[config.mk]
export PLATFORM = sky130hd
export DESIGN_NAME = mem_bus_bridge_flat
export DESIGN_NICKNAME = d
export VERILOG_FILES = /design/src/rtl/mem_bus_pkg.sv /design/src/rtl/mem_bus_bridge_if.sv /design/src/rtl/mem_bus_bridge_watchdog.sv /design/src/rtl/mem_bus_bridge.sv /design/src/flat_wrapper.sv
export SDC_FILE = /design/constraint.sdc
export NUM_CORES = 1
export LEC_CHECK = 0
export CORE_MARGIN = 1.5
export CORE_UTILIZATION = 40
export CTS_CLUSTER_SIZE = 25
export DETAILED_ROUTE_END_ITERATION = 6
export PLACE_DENSITY = 0.77
export SLEW_MARGIN = 30
export SYNTH_ARGS = -nofsm -noshare
export SYNTH_HDL_FRONTEND = slang
export SYNTH_HIERARCHICAL = 1
export SYNTH_SLANG_ARGS = --single-unit
[constraint.sdc]
create_clock -name clk -period 1.7 [get_ports clk]
set_input_delay 0.34 -clock clk [delete_from_list [all_inputs] [get_ports clk]]
set_output_delay 0.34 -clock clk [all_outputs]
set_load 0.01 [all_outputs]
[src/rtl/mem_bus_pkg.sv]
// mem_bus_pkg: shared state encoding and default sizes for mem_bus_bridge
package mem_bus_pkg;
  typedef enum logic [1:0] {IDLE = 2'd0, REQ = 2'd1, DONE = 2'd2} state_e;
  localparam int ADDR_W_DEF  = 32;
  localparam int DATA_W_DEF  = 32;
  localparam int TIMEOUT_DEF = 255;
endpackage

[src/rtl/mem_bus_bridge_if.sv]
// mem_bus_bridge_if: memory-side req/ack bus
//   master (bridge): drives req, we, addr, wdata; receives ack, rdata
//   slave  (memory): the reverse
interface mem_bus_if #(parameter int ADDR_W = 32, parameter int DATA_W = 32);
  logic              req;
  logic              we;
  logic              ack;
  logic [ADDR_W-1:0] addr;
  logic [DATA_W-1:0] wdata;
  logic [DATA_W-1:0] rdata;
  modport master(output req, we, addr, wdata, input ack, rdata);
  modport slave(input req, we, addr, wdata, output ack, rdata);
endinterface

[src/rtl/mem_bus_bridge_watchdog.sv]
// bus_watchdog: counts unacknowledged REQ cycles and flags a timeout
//   active  - bridge is in REQ
//   ack     - memory completion this cycle (an ack beats a same-cycle timeout)
//   timeout - abort the access at the end of this cycle
module bus_watchdog #(parameter int TIMEOUT = 255) (
  input  logic clk,
  input  logic reset,
  input  logic active,
  input  logic ack,
  output logic timeout
);
  localparam int CW = (TIMEOUT > 256) ? $clog2(TIMEOUT) : 8;
  logic [CW-1:0] cnt_q, cnt_d;
  // Counter rests at zero outside REQ, so it is already cleared on REQ entry
  assign cnt_d   = (active & ~ack) ? cnt_q + CW'(1) : '0;
  assign timeout = active & ~ack & (cnt_q == CW'(TIMEOUT - 1));
  always_ff @(posedge clk or negedge reset)
    if (!reset) cnt_q <= '0;
    else        cnt_q <= cnt_d;
endmodule

[src/rtl/mem_bus_bridge.sv]
// mem_bus_bridge: CPU MemRead/MemWrite strobes to a req/ack memory bus with stall
//   clk, reset (async, active-low)
//   cpu_addr/cpu_wdata/cpu_read/cpu_write in; cpu_rdata/cpu_stall/cpu_err out
//   bus: mem_bus_if.master toward memory
//   MEM_BUS_TIMEOUT_EN: abort accesses not acked within TIMEOUT REQ cycles
module mem_bus_bridge
  import mem_bus_pkg::*;
#(
  parameter int ADDR_W  = ADDR_W_DEF,
  parameter int DATA_W  = DATA_W_DEF,
  parameter int TIMEOUT = TIMEOUT_DEF
) (
  input  logic              clk,
  input  logic              reset,
  input  logic [ADDR_W-1:0] cpu_addr,
  input  logic [DATA_W-1:0] cpu_wdata,
  input  logic              cpu_read,
  input  logic              cpu_write,
  output logic [DATA_W-1:0] cpu_rdata,
  output logic              cpu_stall,
  output logic              cpu_err,
  mem_bus_if.master         bus
);
  state_e            state_q, state_d;
  logic              req_q, req_d, we_q, we_d, err_q, err_d;
  logic [ADDR_W-1:0] addr_q, addr_d;
  logic [DATA_W-1:0] wdata_q, wdata_d, rdata_q, rdata_d;
  logic              timeout;
`ifdef MEM_BUS_TIMEOUT_EN
  bus_watchdog #(.TIMEOUT(TIMEOUT)) u_watchdog (
    .clk    (clk),
    .reset  (reset),
    .active (state_q == REQ),
    .ack    (bus.ack),
    .timeout(timeout)
  );
`else
  assign timeout = TIMEOUT < 0;
`endif
  always_comb begin
    state_d = state_q;
    req_d   = req_q;
    we_d    = we_q;
    addr_d  = addr_q;
    wdata_d = wdata_q;
    rdata_d = rdata_q;
    err_d   = 1'b0;
    case (state_q)
      IDLE: if (cpu_read | cpu_write) begin
        addr_d  = cpu_addr;
        wdata_d = cpu_wdata;
        we_d    = cpu_write;
        // misaligned word access skips the bus and reports in DONE
        err_d   = |cpu_addr[1:0];
        req_d   = ~err_d;
        state_d = err_d ? DONE : REQ;
      end
      REQ: if (bus.ack) begin
        rdata_d = we_q ? rdata_q : bus.rdata;
        req_d   = 1'b0;
        state_d = DONE;
      end else if (timeout) begin
        req_d   = 1'b0;
        err_d   = 1'b1;
        state_d = DONE;
      end
      DONE:    state_d = IDLE;
      default: begin
        state_d = IDLE;
        req_d   = 1'b0;
      end
    endcase
  end
  always_ff @(posedge clk or negedge reset)
    if (!reset) begin
      state_q <= IDLE;
      req_q   <= 1'b0;
      we_q    <= 1'b0;
      err_q   <= 1'b0;
      addr_q  <= '0;
      wdata_q <= '0;
      rdata_q <= '0;
    end else begin
      state_q <= state_d;
      req_q   <= req_d;
      we_q    <= we_d;
      err_q   <= err_d;
      addr_q  <= addr_d;
      wdata_q <= wdata_d;
      rdata_q <= rdata_d;
    end
  // stall rises combinationally with the strobe so control holds from the first cycle
  assign cpu_stall = (state_q == REQ) | ((state_q == IDLE) & (cpu_read | cpu_write));
  assign cpu_rdata = rdata_q;
  assign cpu_err   = err_q;
  assign bus.req   = req_q;
  assign bus.we    = we_q;
  assign bus.addr  = addr_q;
  assign bus.wdata = wdata_q;
endmodule

[src/flat_wrapper.sv]
// flat-port wrapper written by rule: the top's interface ports become plain ports
module mem_bus_bridge_flat import mem_bus_pkg::*;
#(
  parameter int ADDR_W  = ADDR_W_DEF,
  parameter int DATA_W  = DATA_W_DEF,
  parameter int TIMEOUT = TIMEOUT_DEF
)
  (clk, reset, cpu_addr, cpu_wdata, cpu_read, cpu_write, cpu_rdata, cpu_stall, cpu_err, bus_req, bus_we, bus_addr, bus_wdata, bus_ack, bus_rdata);
  mem_bus_if #(.ADDR_W(ADDR_W), .DATA_W(DATA_W)) bus_i ();
  input  logic clk;
  input  logic reset;
  input  logic [ADDR_W-1:0] cpu_addr;
  input  logic [DATA_W-1:0] cpu_wdata;
  input  logic cpu_read;
  input  logic cpu_write;
  output logic [DATA_W-1:0] cpu_rdata;
  output logic cpu_stall;
  output logic cpu_err;
  output wire logic [$bits(bus_i.req)-1:0] bus_req;
  output wire logic [$bits(bus_i.we)-1:0] bus_we;
  output wire logic [$bits(bus_i.addr)-1:0] bus_addr;
  output wire logic [$bits(bus_i.wdata)-1:0] bus_wdata;
  input wire logic [$bits(bus_i.ack)-1:0] bus_ack;
  input wire logic [$bits(bus_i.rdata)-1:0] bus_rdata;
  assign bus_req = bus_i.req;
  assign bus_we = bus_i.we;
  assign bus_addr = bus_i.addr;
  assign bus_wdata = bus_i.wdata;
  assign bus_i.ack = bus_ack;
  assign bus_i.rdata = bus_rdata;
  mem_bus_bridge #(.ADDR_W(ADDR_W), .DATA_W(DATA_W), .TIMEOUT(TIMEOUT)) u_core (.clk(clk), .reset(reset), .cpu_addr(cpu_addr), .cpu_wdata(cpu_wdata), .cpu_read(cpu_read), .cpu_write(cpu_write), .cpu_rdata(cpu_rdata), .cpu_stall(cpu_stall), .cpu_err(cpu_err), .bus(bus_i));
endmodule
==> metrics.sh, run 1 <==
STATUS='finished, final reports clean'
LEAK_PWR_nW=2.840
CLK_PIN_SLEW_NS=0.09
LAYOUT.CELLS.MOST_COMMON='clkdlybuf4s50_1'
INTERNAL-POWER_mW=8.265
HOLD_CLASS='input pin to async pin'
VIA_COUNT_OF_THE_FIRST_GLOBAL_ROUTING_PASS=2989
CELLPOWERDENSITY_nW_PER_UM2=1822
PLACE.GP.CONGESTION=0.7514
INSERTED_CLOCK_BUFFERS=9
CTSLONGESTPATHBUFFERS=2
SEQ_AREA_FRAC_SYNTH_PCT=61.38
ANTENNA_VIOLATING_NETS_POST_ROUTE=0
MAXSLEWHEADROOM_PCT=63.91
POWER_FRAC_SEQ_PCT=36.3
CLOCK_LATENCY_NS=0.34
SYNTHCELLS=224
P_SW_SHARE_PCT=30.00
DRT_ITER0_MARKERS=85
CTS_ROOT_BUFFER='clkbuf_8'
ROW_COUNT=36
MAXCAPVIOLATIONS=0
FMAX_MHz=614.6
CLOCK_TREE.HTREE_LEVEL_COUNT=3
HIGHEST_LAYER='met4'
YS_SEQ_ELEMENTS=101
PLACEDINSTANCEAREA_UM2=6266
CRITPATHKIND='flip-flop to flip-flop'
HIGHEST_IR_DROP_SEEN_ON_VDD_mV=0.9387
FIN_TOTAL_PWR_mW=11.81
HORIZ_DIE_DIM_UM=104.5
LAYOUT.NETS=541
WIRELENGTH_MET1_MM=3.783
NETSWITCHINGPOWER_mW=3.541
SYN-MEAN-INSTANCE-AREA_UM2=18.38
DIE_AREA_UM2=10910
FINAL_UTIL_PCT=65.69
PATH_MAX_FANOUT=7
RSZ0062_AT_GRT='false'
SETUP_VIOL=0
CLOCK_SINKS=101
LAYOUT-DRIVE-GT1-SHARE_PCT=30.56
DP.FINAL_HPWL_MM=6.923
CRIT-REG2REG-LAUNCH='u_core/state_q[1]$_DFFE_PN0P_'
WORSTMARGINPINSLEW_NS=0.5413
AVGVIACOUNTPERCELL=4.585
CP.REQUIRED_NS=1.92
CTS_HOLD_REPAIR.BUFFERS=0
SLEW_VIOLATIONS=0
FINAL.MIN_CLOCK_PERIOD_NS=1.627
GRT_MAX_DEGREE=102
START_UTIL_PCT=41.74
WORST_R2R_PATH_DEPTH=5
REG2REG_SLACK_NS=0.07
MET2_WIRELENGTH_MM=4.740
COREAREA_UM2=9864
PORT-BUFFER-COUNT=200
AVGROUTEDWIREPERCELL_UM=16.32
FP.DIEH_UM=104.5
REMAINING_DRC_ERRORS=0
LEADING_CELL_TYPES_IN_THE_LAYOUT_FILL_AND_TAPS_EXCLUDED='198 x clkdlybuf4s50_1, 100 x dfrtp_1, 60 x mux2_4, 36 x mux2_2, 12 x buf_4'
SYN_NETS=325
NUMBER_OF_SYNTHESIS_WARNINGS=6
RR_ENDPOINT='u_core/bus.addr[11]$_DFFE_PN0P_'
ANTENNA-DIODE-COUNT=0
SYNTH_CELL_AREA_UM2=4118
CLKPWRFRAC_PCT=11.9
CRITICAL_PATH_ARRIVAL_NS=1.85
CP-START-KIND='flip-flop'
DETAILROUTE.VIA_COUNT=2650
P_COMB_SHARE_PCT=51.9
GRT_FIRST_PASS_WIRELENGTH_MM=15.58
LAYOUT.CELL_AREA.NON_FILLER_UM2=6480
FINAL-HOLD-VIOLATION-COUNT=0
FIN_CLK_SKEW_NS=0.01325
NUMBER_OF_OPTIMIZATION_ITERATIONS_IN_THE_FIRST_DETAILED_ROUTE_PASS=4
MET3ROUTEDLENGTH_UM=729
CLOCK_TREE_FROM_TRITONCTS='done'
PIN_COUNT=201
GLOBALROUTETOTALUTIL_PCT=17.91
FIN_SETUP_TNS_NS=0
SYNTHDISTINCTLIBCELLS=19
GRT_REMAINING_OVERFLOW=0
PERIOD_SHARE_PCT=95.71
TIMING.CRITICAL_PATH.TO_TYPE='flip-flop'
ROUTED_WIRELENGTH_MM=9.431
AREA_GROWTH_PCT=57.37
NUMBER_OF_ANTENNA_VIOLATIONS_AT_THE_FIRST_CHECK_IN_GLOBAL_ROUTING=0
[timing repair]
action	4_1_cts	5_1_grt
buffers inserted	2	0
endpoints found under the setup margin	2	0
gates resized for setup	9	0
[through the flow]
step / hold slack, ns / setup WS (ns) / instances
after global routing: 0.06873 / 0.009936 / 578
after global placement: 0.4429 / -0.2735 / 560
after CTS: 0.05419 / 0.05648 / 578
after floorplan: 0.04441 / 0.1855 / 224
final: 0.02800 / 0.07285 / 578
after detailed placement: 0.4458 / -0.2809 / 560
[critical path: stages (launching register included)]
cell and delay [ns]:
dfrtp_1 0.44, nor2_4 0.16, buf_4 0.14, and2_4 0.23, buf_4 0.20, mux2_2 0.34
[worst max path at each step]
stage                                     startpoint                                to  slack (ns)  depth (start not counted)
floorplan              u_core/state_q[1]$_DFFE_PN0P_  u_core/cpu_rdata[10]$_DFFE_PN0P_        0.19                          4
global placement                           cpu_write                         cpu_stall       -0.27                          5
detailed placement                         cpu_write                         cpu_stall       -0.28                          5
CTS                 u_core/cpu_rdata[27]$_DFFE_PN0P_                     cpu_rdata[27]        0.06                          1
global route           u_core/state_q[1]$_DFFE_PN0P_   u_core/bus.addr[10]$_DFFE_PN0P_        0.01                          5
finish                 u_core/state_q[1]$_DFFE_PN0P_   u_core/bus.addr[11]$_DFFE_PN0P_        0.07                          5
[Yosys cell counts (all sizes together)]
cell,n,area (µm²)
dfrtp,101,2527
mux2,96,1306
buf,10,165.2
nand2,4,15.01
nor2,2,10.01
or2,2,15.02
a22o,1,8.760
a32oi,1,8.760
and2,1,8.760
and3,1,6.260
mux2i,1,10.01
nand2b,1,6.260
nor3b,1,18.77
o21ai,1,5.000
o22ai,1,6.260
[area by class of cell]
| class | instances | area (µm²) |
|---|---|---|
| Fill cell | 705 | 3385 |
| Timing Repair Buffer | 215 | 2157 |
| Multi-Input combinational cell | 113 | 1440 |
| Clock buffer | 12 | 155.1 |
| Clock inverter | 4 | 32.53 |
| Sequential cell | 101 | 2529 |
| Tap cell | 133 | 166.4 |
[power by group through the flow]
stage / clock, mW / combinational, mW / sequential (mW)
after floorplan: 0 / 2.55 / 4.82
after global routing: 1.55 / 6.46 / 4.45
final: 1.40 / 6.12 / 4.28
after detailed placement: 0 / 6.11 / 4.32
after global placement: 0 / 6.02 / 4.27
after CTS: 1.47 / 6.19 / 4.30
[cells by family after synthesis]
logic type	count (synthesis)	synth area share [%]
flip-flops	101	61.38
multiplexers	97	31.97
AND/OR/NAND/NOR	12	1.945
buffers and inverters	10	4.011
AO/OA/AOI/OAI	4	0.6989
[metal layers]
layer / up-vias / track usage (%)
li1: 1216 / -
met1: 1298 / 21.28
met2: 121 / 30.87
met3: 15 / 5.514
met4: 0 / 5.655
met5: - / 0
[registers in the layout, summed over array words and instances, names as in the netlist]
signal,cells
u_core/state_q,2
u_core/bus.wdata,32
u_core/bus.we,1
u_core/cpu_err,1
u_core/cpu_rdata,32
u_core/bus.req,1
u_core/bus.addr,32
Note: power is estimated with default switching activity, not from simulation.
==> run 2: changes to the inputs <==
ABC_AREA = 1   (was default)
CAP_MARGIN = 20   (was default)
PLACE_DENSITY = 0.79   (was 0.77)
==> metrics.sh, run 2 <==
P_SW_SHARE_PCT=35.79  # +5.8 points
SETUP_VIOL=0  # unchanged
FINAL.MIN_CLOCK_PERIOD_NS=1.652  # +0.02439 ns
SYNTHDISTINCTLIBCELLS=13  # -6
CTS_SETUP_BUFFERS=0  # -2
CP.REQUIRED_NS=1.36  # -0.56 ns
FMAX_MHz=605.5  # -1.5%
INTERNAL-POWER_mW=6.863  # -17%
CRIT-REG2REG-LAUNCH='u_core/state_q[0]$_DFFE_PN0P_'
WORST_R2R_PATH_DEPTH=7  # +2
FP.DIEH_UM=101.9  # -2.4%
FINAL-HOLD-VIOLATION-COUNT=0  # unchanged
POST_SYNTH_EDFFS=0  # unchanged
ANTENNA-DIODE-COUNT=0  # unchanged
AVGROUTEDWIREPERCELL_UM=13.70  # -16%
CP_CELL_SEQUENCE='clkdlybuf4s50_1'
PORT-BUFFER-COUNT=200  # unchanged
LAYOUT.CELLS.MOST_COMMON='nand2_1'
GRT_MAX_DEGREE=70  # -31%
GLOBALROUTETOTALUTIL_PCT=20.44  # +2.5 points
FIN_SETUP_TNS_NS=0  # unchanged
COREAREA_UM2=9371  # -5.0%
CELL_TAKING_THE_MOST_AREA_AFTER_SYNTHESIS='dfrtp_1'
REG2REG_SLACK_NS=0.18  # +0.11 ns
CRITICAL_PATH.N_BUFFERS_INVERTERS=1  # -1
STARTPOINT='u_core/bus.addr[6]$_DFFE_PN0P_'
CRITICAL_PATH_ARRIVAL_NS=1.31  # -0.54 ns
CLK_PIN_SLEW_NS=0.10  # about the same
STATUS='finished, final reports clean'
WORST_PATH_LARGEST_CELL_DELAY_NS=0.57  # +0.13 ns
NETLIST.AREA_LEADER.SHARE_PCT=64.56  # +3.2 points
LAYOUT-DRIVE-GT1-SHARE_PCT=5.864  # -25 points
LEADING_CELL_TYPES_IN_THE_LAYOUT_FILL_AND_TAPS_EXCLUDED='264 x nand2_1, 197 x clkdlybuf4s50_1, 101 x dfrtp_1, 34 x nand3_1, 11 x clkbuf_8'
YS_SEQ_ELEMENTS=101  # unchanged
NUMBER_OF_SYNTHESIS_WARNINGS=6  # unchanged
SYNTHCELLS=439  # +96%
ROW_COUNT=35  # -2.8%
CRITICAL_PATH_DEPTH=1  # -4
PLACE.DETAILED.INSTANCES=760  # +36%
PLACEDINSTANCEAREA_UM2=6100  # -2.7%
DIE_AREA_UM2=10390  # -4.8%
CLOCK_LATENCY_NS=0.36  # +0.02 ns
ENDPOINT_OF_THE_MOST_CRITICAL_SETUP_PATH='bus_addr[6]'
RR_ENDPOINT='u_core/bus.addr[4]$_DFFE_PN0P_'
TIMING.CRITICAL_PATH.TO_TYPE='output pin'
GRT_REMAINING_OVERFLOW=0  # unchanged
YOSYSMOSTFREQUENTCELL='nand2_1'
SETUP_SLACK_NS=0.04846  # -0.02439 ns
FINAL-INSTANCE-COUNT-EXCL-FILL=777  # +34%
SYNTH_TOP_CELLS_BY_AREA='dfrtp_1 65%, nand2_1 25%, nand3_1 4.3%'
RSZ0062_AT_GRT='true'
START_UTIL_PCT=41.78  # about the same
AVGVIACOUNTPERCELL=4.636  # +1.1%
NETSWITCHINGPOWER_mW=3.825  # +8.0%
NUMBER_OF_ANTENNA_VIOLATIONS_AT_THE_FIRST_CHECK_IN_GLOBAL_ROUTING=0  # unchanged
PLACE_WORST_SETUP_SLACK_NS=-0.4779  # -0.1970 ns
HIGHEST_IR_DROP_SEEN_ON_VDD_mV=0.9739  # +3.7%
DETAILROUTE.VIA_COUNT=3602  # +36%
FIN_CLK_SKEW_NS=0.01057  # -0.002679 ns
CTS_ROOT_BUFFER='clkbuf_8'
LAYOUT.NETS=744  # +38%
HORIZ_DIE_DIM_UM=101.9  # -2.4%
DRT_ITER0_MARKERS=147  # +73%
REGISTER_AREA_UM2=2527  # about the same
SLEW_VIOLATIONS=0  # unchanged
CELLPOWERDENSITY_nW_PER_UM2=1694  # -7.0%
NUM-FILL-CELLS=783  # +11%
INSERTED_CLOCK_BUFFERS=9  # unchanged
MAXSLEWHEADROOM_PCT=72.76  # +8.9 points
WORSTMARGINPINSLEW_NS=0.4086  # -0.1328 ns
AREA_TAKEN_BY_MULTI_INPUT_LOGIC_GATES_UM2=1220  # -15%
SYN_NETS=540  # +66%
ANTENNA_VIOLATING_NETS_POST_ROUTE=0  # unchanged
CLOCK_TREE_FROM_TRITONCTS='done'
P_COMB_SHARE_PCT=47.8  # -4.1 points
AREA_GROWTH_PCT=61.14
VIA_COUNT_OF_THE_FIRST_GLOBAL_ROUTING_PASS=3539  # +18%
LAYOUT.CELL_AREA.NON_FILLER_UM2=6309  # -2.6%
PIN_COUNT=201  # unchanged
DP.FINAL_HPWL_MM=7.861  # +14%
SEQ_AREA_FRAC_SYNTH_PCT=64.56  # +3.2 points
CPMAXSTAGEDELAYCELL='clkdlybuf4s50_1'
FINAL_UTIL_PCT=67.32  # +1.6 points
PATH_MAX_FANOUT=2  # -5
ASYNC_FLOP_SHARE_PCT=100.0  # unchanged
LEAK_PWR_nW=3.132  # +10%
POWER_FRAC_SEQ_PCT=38.7  # +2.4 points
SYNTHTOPCELLSBYCOUNT='264 x nand2_1, 101 x dfrtp_1, 34 x nand3_1, 10 x buf_2'
MAXCAPVIOLATIONS=0  # unchanged
CLOCK_TREE.HTREE_LEVEL_COUNT=3  # unchanged
CRITICAL-PATH-TOP-DELAY-FAMILY='buffers and inverters'
SYNTH_CELL_AREA_UM2=3915  # -4.9%
CLKPWRFRAC_PCT=13.5  # +1.6 points
PLACE.GP.CONGESTION=0.7533  # +0.25%
GRT_FIRST_PASS_WIRELENGTH_MM=16.58  # +6.4%
PERIOD_SHARE_PCT=97.15  # +1.4 points
CLOCK_SINKS=101  # unchanged
CTSLONGESTPATHBUFFERS=2  # unchanged
CP-START-KIND='flip-flop'
CRITPATHKIND='flip-flop to output pin'
ROUTED_WIRELENGTH_MM=10.64  # +13%
SYNTH_FF_TYPE='dfrtp_1'
HOLD_CLASS='input pin to async pin'
SYN-MEAN-INSTANCE-AREA_UM2=8.918  # -51%
NUMBER_OF_OPTIMIZATION_ITERATIONS_IN_THE_FIRST_DETAILED_ROUTE_PASS=5  # +1
REMAINING_DRC_ERRORS=0  # unchanged
-- run 2: cell count changes after synthesis, sizes merged, moves of 2 or more --
| cell | change |
|---|---|
| nand3 | +34 |
| clkbuf | +5 |
| inv | +5 |
| nor2 | +6 |
| o21ai | +2 |
| buf | +8 |
| or2 | -2 |
| nand2 | +261 |
| mux2 | -96 |
-- run 2: final cells by class --
type	instances	area share (%)
multi-input combinational	310	19.34
sequential	101	40.06
clock inverter	5	0.6347
tap	129	2.559
inverter	5	0.2975
clock buffer	11	2.400
timing repair buffer	216	34.71
-- run 2: how the worst min path moves through the flow --
stage	endpoint	startpoint	cells past startpoint
3_3_place_gp	u_core/cpu_rdata[23]$_DFFE_PN0P_	reset	1
3_5_place_dp	u_core/cpu_rdata[27]$_DFFE_PN0P_	reset	1
5_1_grt	u_core/cpu_rdata[23]$_DFFE_PN0P_	reset	2
6_report	u_core/cpu_rdata[23]$_DFFE_PN0P_	reset	2
4_1_cts	u_core/cpu_rdata[27]$_DFFE_PN0P_	reset	2
2_1_floorplan	u_core/bus.addr[0]$_DFFE_PN0P_	reset	0
-- run 2: timing repair --
action | in CTS | in global routing
hold buffers | 1 | 0
gates resized for setup | 7 | 3
pin swaps | 0 | 0
endpoints found under the setup margin | 67 | 22
endpoints found under the hold margin | 8 | 0
-- run 2: power by group through the flow --
| stage | logic [mW] | registers (mW) | clock network (mW) |
|---|---|---|---|
| final | 5.11 | 4.13 | 1.45 |
| after global routing | 5.58 | 4.26 | 1.58 |
| after CTS | 5.16 | 4.14 | 1.50 |
| after detailed placement | 5.14 | 4.16 | 0 |
| after global placement | 5.02 | 4.13 | 0 |
| after floorplan | 1.63 | 4.64 | 0 |
-- run 2: kinds of logic (layout without fill, tap and decap cells) --
family | Yosys count | in the layout | share of synthesized area (%)
buffers and inverters | 28 | 237 | 4.346
AOI/OAI and AO/OA | 3 | 3 | 0.3834
and+or+nand+nor | 307 | 307 | 30.71
DFF | 101 | 101 | 64.56
-- run 2: metal layers --
metal / up-vias / routed length, µm / part of all wire, % / GRT usage (%)
met5: - / 0 / 0 / 0
met4: 0 / 267 / 2.5 / 8.325
met3: 22 / 903 / 8.5 / 5.198
met2: 158 / 5140 / 48 / 34.67
met1: 1674 / 4331 / 41 / 25.03
li1: 1748 / - / - / -
-- run 2: per-stage QoR --
stage / hold slack [ns] / total power, mW
finish: 0.3563 / 10.69
global route: 0.3725 / 11.43
CTS: 0.3313 / 10.80
detailed placement: 0.1921 / 9.299
global placement: 0.1879 / 9.146
floorplan: 0.04441 / 6.272
==> run 3: changes to the inputs <==
HOLD_SLACK_MARGIN = 0.06   (was default)
==> results of run 3 <==
Same layout as run 2: the final DEF is identical, and so are final timing and power.
